==> src/rtl/seq_stream_src_if.sv <==
// Valid/ready message channel for seq_stream_src.
// SEQ_STREAM_SRC_PARITY_EN adds the par (even parity) signal.
interface seq_stream_src_if #(
    parameter int p_nbits = 8
);
    logic               val;
    logic               rdy;
    logic [p_nbits-1:0] msg;
`ifdef SEQ_STREAM_SRC_PARITY_EN
    logic               par;
`endif

    modport master (
        output val,
        output msg,
`ifdef SEQ_STREAM_SRC_PARITY_EN
        output par,
`endif
        input  rdy
    );

    modport slave (
        input  val,
        input  msg,
`ifdef SEQ_STREAM_SRC_PARITY_EN
        input  par,
`endif
        output rdy
    );
endinterface

==> src/rtl/seq_stream_src.sv <==
// Arithmetic-sequence message source over a val/rdy channel.
// Optional SEQ_STREAM_SRC_PARITY_EN adds out.par = ^out.msg.
module seq_stream_src #(
    parameter int p_nbits    = 8,
    parameter int p_num_msgs = 4,
    parameter int p_start    = 0,
    parameter int p_step     = 1
) (
    input  logic                              clk,
    input  logic                              reset,
    input  logic                              en,
    input  logic                              clear,
    seq_stream_src_if.master                  out,
    output logic                              done,
    output logic [$clog2(p_num_msgs+1)-1:0]   count
);
    localparam int CW = $clog2(p_num_msgs + 1);
    localparam logic [p_nbits-1:0] START = p_nbits'(p_start);
    localparam logic [p_nbits-1:0] STEP  = p_nbits'(p_step);
    localparam logic [CW-1:0]      LAST  = CW'(p_num_msgs - 1);

    typedef enum logic [1:0] {
        IDLE = 2'd0,
        SEND = 2'd1,
        DONE = 2'd2
    } state_t;

    state_t             state_q, state_d;
    logic [p_nbits-1:0] msg_q, msg_d;
    logic [CW-1:0]      count_q, count_d;
    logic               done_q, done_d;
    logic               val;
    logic               fire;

    // clear kills valid in the same cycle so no transfer can slip through
    assign val  = (state_q == SEND) && !clear;
    assign fire = val && out.rdy;

    always_ff @(posedge clk or negedge reset) begin
        if (!reset) begin
            state_q <= IDLE;
            msg_q   <= START;
            count_q <= '0;
            done_q  <= 1'b0;
        end else begin
            state_q <= state_d;
            msg_q   <= msg_d;
            count_q <= count_d;
            done_q  <= done_d;
        end
    end

    always_comb begin
        state_d = state_q;
        msg_d   = msg_q;
        count_d = count_q;
        done_d  = done_q;
        if (clear) begin
            state_d = IDLE;
            msg_d   = START;
            count_d = '0;
            done_d  = 1'b0;
        end else begin
            unique case (state_q)
                IDLE: begin
                    if (en) state_d = SEND;
                end
                SEND: begin
                    // en only matters once the pending message has gone
                    if (fire) begin
                        count_d = count_q + 1'b1;
                        msg_d   = msg_q + STEP;
                        if (count_q == LAST) begin
                            state_d = DONE;
                            done_d  = 1'b1;
                        end else if (!en) begin
                            state_d = IDLE;
                        end
                    end
                end
                DONE: begin
                    state_d = DONE;
                end
                default: begin
                    state_d = IDLE;
                end
            endcase
        end
    end

    assign out.val = val;
    assign out.msg = msg_q;
    assign done    = done_q;
    assign count   = count_q;

`ifdef SEQ_STREAM_SRC_PARITY_EN
    assign out.par = reset && (^msg_q);
`endif
endmodule

==> src/flat_wrapper.sv <==
// flat-port wrapper written by rule: the top's interface ports become plain ports
module seq_stream_src_flat 
#(
    parameter int p_nbits    = 8,
    parameter int p_num_msgs = 4,
    parameter int p_start    = 0,
    parameter int p_step     = 1
)
  (clk, reset, en, clear, done, count, out_val, out_msg, out_rdy);
  seq_stream_src_if #(.p_nbits(p_nbits)) out_i ();
  input  logic clk;
  input  logic reset;
  input  logic en;
  input  logic clear;
  output logic done;
  output logic [$clog2(p_num_msgs+1)-1:0] count;
  output wire logic [$bits(out_i.val)-1:0] out_val;
  output wire logic [$bits(out_i.msg)-1:0] out_msg;
  input wire logic [$bits(out_i.rdy)-1:0] out_rdy;
  assign out_val = out_i.val;
  assign out_msg = out_i.msg;
  assign out_i.rdy = out_rdy;
  seq_stream_src #(.p_nbits(p_nbits), .p_num_msgs(p_num_msgs), .p_start(p_start), .p_step(p_step)) u_core (.clk(clk), .reset(reset), .en(en), .clear(clear), .out(out_i), .done(done), .count(count));
endmodule
==> config.mk <==
export PLATFORM = sky130hd
export DESIGN_NAME = seq_stream_src_flat
export DESIGN_NICKNAME = d
export VERILOG_FILES = /design/src/rtl/seq_stream_src_if.sv /design/src/rtl/seq_stream_src.sv /design/src/flat_wrapper.sv
export SDC_FILE = /design/constraint.sdc
export NUM_CORES = 1
export LEC_CHECK = 0
export ABC_CLOCK_PERIOD_IN_PS = 2200
export BUFFER_PORTS_ARGS = -buffer_cell sky130_fd_sc_hd__buf_2
export CAP_MARGIN = 5
export CELL_PAD_IN_SITES_DETAIL_PLACEMENT = 1
export CELL_PAD_IN_SITES_GLOBAL_PLACEMENT = 2
export CORE_MARGIN = 2
export CORE_UTILIZATION = 30
export DETAILED_ROUTE_END_ITERATION = 6
export PLACE_DENSITY_LB_ADDON = 0.3
export SETUP_SLACK_MARGIN = 0.5
export SLEW_MARGIN = 5
export SYNTH_ARGS = -nofsm -noshare
export SYNTH_HDL_FRONTEND = slang
export SYNTH_SLANG_ARGS = --single-unit
==> constraint.sdc <==
create_clock -name clk -period 2.2 [get_ports clk]
set_input_delay 0.44 -clock clk [delete_from_list [all_inputs] [get_ports clk]]
set_output_delay 0.44 -clock clk [all_outputs]
set_load 0.01 [all_outputs]
======== After elaboration in Yosys (flattened, before gate mapping) ========
Cells that the tools add are included.
word-level totals
  register bits after elaboration ......... 14
  logic and storage cells ................. 38
cells by class
  add/sub/neg operators ................... 2
  eq/ne operators ......................... 6
  multiplexer cells ....................... 16
  reductions and logical operators ........ 10
operators by type and width
  kind                   number
  $mux W8                3
  $mux W2                5
  $mux W3                3
  $add A8 B1 Y8 const B  1
  $pmux W2 S3            1
  $reduce_and A3 Y1      2
  $reduce_bool A2 Y1     3
  $mux W1                4
  $ne A4 B4 Y1 const B   1
  $add A3 B1 Y3 const B  1
  $eq A3 B2 Y1 const B   1
  $ne A3 B2 Y1 const B   1
  $ne A3 B3 Y1 const B   1
  $eq A2 B1 Y1 const B   1
  $eq A2 B2 Y1 const B   1
  $logic_and A1 B1 Y1    2
  $logic_not A2 Y1       1
  $reduce_and A2 Y1      1
  $logic_not A1 Y1       1

======== Depth between registers and ports, before layout ========
Gate-level depths: netlist (run 1).
  word-level depth ........................ 6
  gate-level depth with buffers ........... 5

======== Worst setup path after synthesis (run 1) ========
Ideal clock, no wire load.
  path kind ............................... input port to output port
  from .................................... input clear
  to ...................................... output out_val
  arrival ................................. 966 ps
  slack ................................... 794 ps
  stages .................................. 2
  cell sequence ........................... clkbuf_1 -> nor3b_1
on the way
  cells in the longest elaborated chain, start to end .. 2
RTL lines
  item                 RTL line              RTL
  from (decl)          flat_wrapper.sv:14    input logic clear;
  $logic_not A1 Y1     seq_stream_src.sv:36  assign val = (state_q == SEND) && !clear;
  $logic_and A1 B1 Y1  seq_stream_src.sv:36
  to (decl)            flat_wrapper.sv:17    output wire logic [$bits(out_i.val)-1:0] out_val;
No other way between the ends.

======== Worst setup path after layout (run 1) ========
  from .................................... register u_core.state_q[0]
  to ...................................... output out_val
on the way
  cells in the longest elaborated chain, start to end .. 2
RTL lines
  item                    RTL line              RTL
  from (decl)             seq_stream_src.sv:28  state_t state_q, state_d;
  from (signal assigned)  seq_stream_src.sv:46  state_q <= state_d;
  $eq A2 B1 Y1            seq_stream_src.sv:36
  $logic_and A1 B1 Y1     seq_stream_src.sv:36
No other way between the ends.

==> summary.md, run 1 <==
| Metric | Value |
|---|---|
| Worst path max stage delay | `0.49 ns` |
| DRC | `0` |
| Pint | `0.3420 mW` |
| CORE AREA | `2212 um2` |
| Die height | `52.24 um` |
| Die Span X | `52.24 um` |
| YS warnings | `0` |
| CTS tree | `yes` |
| Min-delay worst type | `input port to asynchronous set/reset pin` |
| Post-Layout Cell Count | `115` |
| Worst-Margin Slew | `0.3234 ns` |
| Hold-fix buffers at CTS | `0` |
| Min Clock Period, post-route | `1.594 ns` |
| R2R depth | `3` |
| Worst slew margin | `0.7844` |
| Mean Syn Cell Area | `10.27 um2` |
| Design area | `839.6 um2` |
| Final Max Tran Viols | `0` |
| Post-CTS Setup Inserts | `0` |
| Dpl cells | `112` |
| Outcome | `finished clean` |
| Gpl congestion | `0.6922` |
| Routed Antenna Nets | `0` |
| DRT Pass-1 Iters | `2` |
| Setup TNS | `0 ns` |
| Rows | `17` |
| GRT Overall Usage | `0.1375` |
| VDD IR max | `365.8 uV` |
| Final hold vios | `0` |
| Final setup viols | `0` |
| Synthesized cell area | `698.2 um2` |
| Crit path max-delay cell type | `dfrtp_1` |
| Period utilisation layout | `0.7247` |
| RR Endpoint | `u_core.out.msg[4]` |
| Avg Vias per Cell | `5.087` |
| CTS Buffer Depth | `2` |
| Vias after detailed routing | `585` |
| F_max | `627.3 MHz` |
| Largest net degree at the start of global routing | `16` |
| WP data arrival | `1.15 ns` |
| Share of cells above drive strength 1 | `0.2759` |
| Antenna violations before repair | `0` |
| Crit Path Class | `flop to primary output` |
| Net count after synthesis | `76` |
| Skew final | `0.007957 ns` |
| Seq pwr share | `0.595` |
| Sw Ratio | `0.2423` |
| Gate power share | `0.087` |
| CTS resizes | `0` |
| Ports | `18` |
| Unrepaired setup endpoints after global routing | `false` |
| Static Leak | `0.4115 nW` |
| H-tree depth | `1` |
| Diode count | `0` |
| GR Overflow Total | `0` |
| WL per Instance | `13.52 um` |
| Yosys cell types | `26` |
| First-pass GRT wire length | `2.691 mm` |
| Clock power share | `0.318` |
| R2R setup slack | `0.78 ns` |
| Placed Area | `817.0 um2` |
| PortBufs | `17` |
| CP endpoint kind | `primary output` |
| Clk slew on worst S/H paths | `0.09 ns` |
| Total wire length | `1.555 mm` |
| Register bit total from synthesis | `14` |
| Max cap viols | `0` |
| Crit path cell chain | `nor3b_1, buf_2` |
| Crit path launch type | `flop` |
| CTS Buf Count | `3` |
| P_sw | `0.1093 mW` |
| Required time worst endpoint | `1.76 ns` |
| DP HPWL | `1.171 mm` |
| Initial DRC count | `3` |
| Pwr dens | `537.6 nW/um2` |
| CTS sink count | `14` |
| Crit Path Max Fanout | `8` |
| Fillers | `264` |
| Clock Latency Late Sink | `0.28 ns` |
| Cells after Synth | `68` |
| DIE AREA | `2729 um2` |
| Number of global-route vias before repair | `566` |
| Clk root buf | `clkbuf_4` |
| Synth-to-Final Area Change | `20.25%` |
| Nets@finish | `97` |
| Initial Utilization | `0.3156` |
| Worst R2R Start | `u_core.state_q[1]` |
| Register area share after synthesis | `0.5018` |
[cells in the final DEF (no fill, tap or decap), drive strengths merged, types with 3 or more instances in the layout]
cell type / synthesis / routed
or3: 3 / 3
a21oi: 7 / 7
dfrtp: 14 / 14
nor2: 4 / 4
ha: 3 / 3
clkbuf: 1 / 3
buf: 1 / 18
nand2: 6 / 6
o21ai: 6 / 6
[metal layers]
layer,wire (um),vias up,global-route usage
met4,11,0,0.03846
met2,764,10,0.2152
met1,709,285,0.1756
li1,-,288,-
met5,0,-,0
met3,69,2,0.05429
[cells by family (layout without fill, tap and decap cells)]
group / Yosys count / count (layout) / share of synthesized area
buffers and inverters: 4 / 23 / 0.02329
AOI/OAI and AO/OA: 16 / 16 / 0.1254
DFF: 14 / 14 / 0.5018
xor gates and xnor gates: 1 / 1 / 0.01255
adders and majority gates: 3 / 3 / 0.05377
and+or+nand+nor: 28 / 28 / 0.2509
muxes: 2 / 2 / 0.03226
[registers in the layout, summed over array words and instances, names as in the netlist]
| register | flops |
|---|---|
| u_core.out.msg | 8 |
| u_core.count | 3 |
| u_core.state_q | 2 |
| u_core.done | 1 |
[layout make-up]
type,count,area (um2),share of cell area
Sequential cell,14,350.3,0.4173
Tap cell,28,35.03,0.04173
Inverter,2,7.507,0.008942
Timing Repair Buffer,18,92.59,0.1103
Multi-Input combinational cell,50,331.6,0.3949
Clock buffer,3,22.52,0.02683
[worst max-delay path: cells and delay by family (launching register included)]
kind                   cells  cell delay (ns)
and+or+nand+nor            1             0.23
DFF                        1             0.49
buffers and inverters      1             0.16
[stage by stage]
step | hold slack, ns | setup WS (ns) | total power [mW] | util
after global routing | 0.06572 | 0.5243 | 0.4737 | 0.3795
after global placement | 0.3588 | 0.6551 | 0.3126 | 0.3693
after detailed placement | 0.3655 | 0.6039 | 0.3147 | 0.3693
after CTS | 0.05349 | 0.6009 | 0.4606 | 0.3795
after floorplan | 0.1444 | 0.7938 | 0.2929 | -
final | 0.04080 | 0.6057 | 0.4513 | 0.3795
[how the worst max path moves through the flow]
stage	startpoint	to	slack (ns)	cells past startpoint
2_1_floorplan	clear	out_val	0.79	2
3_3_place_gp	clear	u_core.out.msg[0]	0.66	5
3_5_place_dp	clear	u_core.out.msg[0]	0.60	5
4_1_cts	u_core.state_q[0]	out_val	0.60	2
5_1_grt	u_core.state_q[0]	out_val	0.52	2
6_report	u_core.state_q[0]	out_val	0.61	2
[synth_stat cells]
cell | count | area share
dfrtp_1 | 14 | 0.50
a21oi_1 | 7 | 0.050
nand2_1 | 6 | 0.032
o21ai_0 | 6 | 0.043
nor2_1 | 4 | 0.021
ha_1 | 3 | 0.054
or3_1 | 3 | 0.027
inv_1 | 2 | 0.011
mux2_2 | 2 | 0.032
nand2b_1 | 2 | 0.018
nand4_1 | 2 | 0.018
o31ai_1 | 2 | 0.021
or4_1 | 2 | 0.021
a211oi_1 | 1 | 0.011
and2b_1 | 1 | 0.011
and3b_1 | 1 | 0.013
buf_2 | 1 | 0.0072
clkbuf_1 | 1 | 0.0054
nand3_1 | 1 | 0.0072
nand3b_4 | 1 | 0.029
nand4b_1 | 1 | 0.013
nor2b_1 | 1 | 0.0090
nor3_1 | 1 | 0.0072
nor3b_1 | 1 | 0.011
nor4bb_1 | 1 | 0.014
xor2_1 | 1 | 0.013
[power groups by stage]
stage | Combinational, mW | Clock, mW | Sequential (mW)
CTS | 0.0407 | 0.151 | 0.269
detailed placement | 0.0407 | 0 | 0.274
finish | 0.0391 | 0.144 | 0.269
global route | 0.0453 | 0.158 | 0.270
global placement | 0.0387 | 0 | 0.274
floorplan | 0.0181 | 0 | 0.275
Power figures use the tool's default switching activity.
==> run 2: changes to the inputs <==
ABC_CLOCK_PERIOD_IN_PS = 1420   (was 2200)
CORE_UTILIZATION = 27   (was 30)
clock period = 1.42 ns   (was 2.2 ns; I/O delays follow)
==> run 2 against run 1 <==
Die area increased by 10%. Via count increased by 16%. Critical path depth is 2 higher. Largest power group unchanged. Final area up 31%. Clock-buffer cell count is 1 higher. Sequential cell count unchanged. Combinational power is 120% higher. Sequential share of layout area down 9.4 points. Critical endpoint is now u_core.out.msg[6]. Worst setup slack got worse by 0.57 ns. First-iteration DRC count increased to 3.0 times the previous value. Clock power rose by 100%. Sequential power grew 56%.
==> summary.md, run 2 (synthesis gave the netlist of run 1 again) <==
| Metric | Value |
|---|---|
| Number of global-route vias before repair | `678 (+20%)` |
| Required time worst endpoint | `1.63 ns (-0.13 ns)` |
| Post-route setup slack | `0.03256 ns (-0.5732 ns)` |
| Outcome | `finished clean` |
| WP data arrival | `1.60 ns (+0.45 ns)` |
| Avg Vias per Cell | `4.863 (-4.4%)` |
| Max cap viols | `0 (unchanged)` |
| R2R setup slack | `0.03 ns (-0.75 ns)` |
| Clk slew on worst S/H paths | `0.10 ns (about the same)` |
| Min-delay worst type | `input port to flop` |
| Share of cells above drive strength 1 | `0.4954 (+0.2196)` |
| Synth-to-Final Area Change | `57.53%` |
| Hold Path Origin | `en` |
| Fin Hold WS | `0.3201 ns (+0.2793 ns)` |
| Leading cell types in the layout, fill and taps excluded | `16 x buf_4, 13 x buf_2, 10 x dfrtp_1, 9 x buf_6` |
| Antenna violations before repair | `0 (unchanged)` |
| Rows | `18 (+1)` |
| Die height | `54.85 um (+5.0%)` |
| Placed Area | `865.8 um2 (+6.0%)` |
| CTS Buf Count | `3 (unchanged)` |
| M1 WL | `843 um (+19%)` |
| WL met3 | `86 um (+25%)` |
| WL per Instance | `13.91 um (+2.8%)` |
| Worst hold stages | `3` |
| Worst slew margin | `0.7808 (-0.003585)` |
| CTS tree | `yes` |
| Final setup viols | `0 (unchanged)` |
| CP endpoint kind | `flop` |
| Final Max Tran Viols | `0 (unchanged)` |
| CTS sink count | `14 (unchanged)` |
| H-tree depth | `1 (unchanged)` |
| R2R depth | `4 (+1)` |
| Worst R2R Start | `u_core.out.msg[0]` |
| DRT Pass-1 Iters | `4 (+2)` |
| Skew final | `0.008980 ns (+0.001023 ns)` |
| Clock Latency Late Sink | `0.28 ns (about the same)` |
| Clk root buf | `clkbuf_4` |
| Worst Setup SP | `u_core.out.msg[0]` |
| Worst-Margin Slew | `0.3244 ns (+0.0009552 ns)` |
| CORE AREA | `2455 um2 (+11%)` |
| Fillers | `282 (+6.8%)` |
| Crit Path Max Fanout | `5 (-3)` |
| Diode count | `0 (unchanged)` |
| Crit Path Class | `flop to flop` |
| Power Total | `0.7981 mW (+77%)` |
| RR Endpoint | `u_core.out.msg[6]` |
| Most common cell after layout, fill and taps aside | `buf_4` |
| Gpl congestion | `0.6740 (-2.6%)` |
| F_max | `720.8 MHz` |
| Largest net degree at the start of global routing | `15 (-1)` |
| DP HPWL | `1.250 mm (+6.7%)` |
| Hold worst-path end | `u_core.state_q[0]` |
| Dpl cells | `117 (+4.5%)` |
| Setup TNS | `0 ns (unchanged)` |
| CTS Buffer Depth | `2 (unchanged)` |
| Initial Utilization | `0.2844 (-0.03121)` |
| Pwr dens | `725.7 nW/um2 (+35%)` |
| Post-Layout Cell Count | `139 (+21%)` |
| Die Span X | `54.85 um (+5.0%)` |
| Routed Antenna Nets | `0 (unchanged)` |
| GRT Overall Usage | `0.1466 (+0.009091)` |
| Initial DRC count | `9 (+6)` |
| VDD IR max | `348.6 uV (-4.7%)` |
| PortBufs | `17 (unchanged)` |
| Crit path launch type | `flop` |
| Max reg flops | `8 (unchanged)` |
| Design area | `1100 um2 (+31%)` |
| Min Clock Period, post-route | `1.387 ns` |
| Routed length on met2 | `987 um (+29%)` |
| Worst slack at placement | `0.04275 ns (-0.5611 ns)` |
| Final hold vios | `0 (unchanged)` |
| Static Leak | `0.5271 nW (+28%)` |
| Uppermost layer routed | `met4` |
| First-pass GRT wire length | `3.042 mm (+13%)` |
| DRC | `0 (unchanged)` |
| Ports | `18 (unchanged)` |
| GR Overflow Total | `0 (unchanged)` |
| DIE AREA | `3009 um2 (+10%)` |
| Final core utilization | `0.4480 (+0.06849)` |
| Unrepaired setup endpoints after global routing | `true` |
| Total wire length | `1.933 mm (+24%)` |
| Nets@finish | `118 (+22%)` |
| Period utilisation layout | `0.9771` |
| Vias after detailed routing | `676 (+16%)` |
run 2: changes by cell type in the layout (fill, tap and decap cells not counted), moves of 2 or more:
cell | before | now
dfrtp_2 | 0 | 4
buf_2 | 17 | 13
buf_4 | 1 | 16
buf_6 | 0 | 9
ha_4 | 0 | 2
o21ai_0 | 6 | 2
dfrtp_1 | 14 | 10
o21ai_1 | 0 | 4
ha_1 | 3 | 1
run 2: worst max path at each step:
stage / cells after the start / to
finish: 4 / u_core.out.msg[6]
global route: 5 / u_core.out.msg[6]
CTS: 4 / u_core.out.msg[4]
detailed placement: 4 / u_core.out.msg[4]
global placement: 4 / u_core.out.msg[6]
floorplan: 3 / u_core.out.msg[7]
run 2: routing by layer:
layer | global-route usage | vias up
met2 | 0.2659 | 13
met4 | 0.05000 | 0
met1 | 0.1664 | 333
met5 | 0 | -
met3 | 0.03279 | 2
li1 | - | 328
run 2: repair_timing:
item / CTS / global route
gates resized for setup: 7 / 10
setup endpoints to repair: 27 / 27
buffers inserted: 11 / 6
hold buffers: 1 / 0
hold endpoints to repair: 14 / 0
pin swaps: 3 / 4
run 2: cell type report:
class                      count  area [um2]  area share
multi-input combinational     50       366.6      0.3333
sequential                    14       355.3      0.3231
inverter                       2       7.507    0.006826
tap                           30       37.54     0.03413
timing repair buffer          39       296.5      0.2696
clock buffer                   4       36.28     0.03299
run 2: critical path, cell delays in order (launching register included):
cell and delay (ns):
dfrtp_1 0.41, ha_1 0.18, nand4b_1 0.20, or3_1 0.37, a21oi_1 0.15
run 2: where the power goes:
| part | internal, mW | switching [mW] | total (mW) | leakage [nW] |
|---|---|---|---|---|
| clock network | 0.156 | 0.139 | 0.295 | 0.0210 |
| registers | 0.407 | 0.0117 | 0.419 | 0.187 |
| logic | 0.0433 | 0.0410 | 0.0843 | 0.319 |
| total | 0.606 | 0.192 | 0.798 | 0.527 |
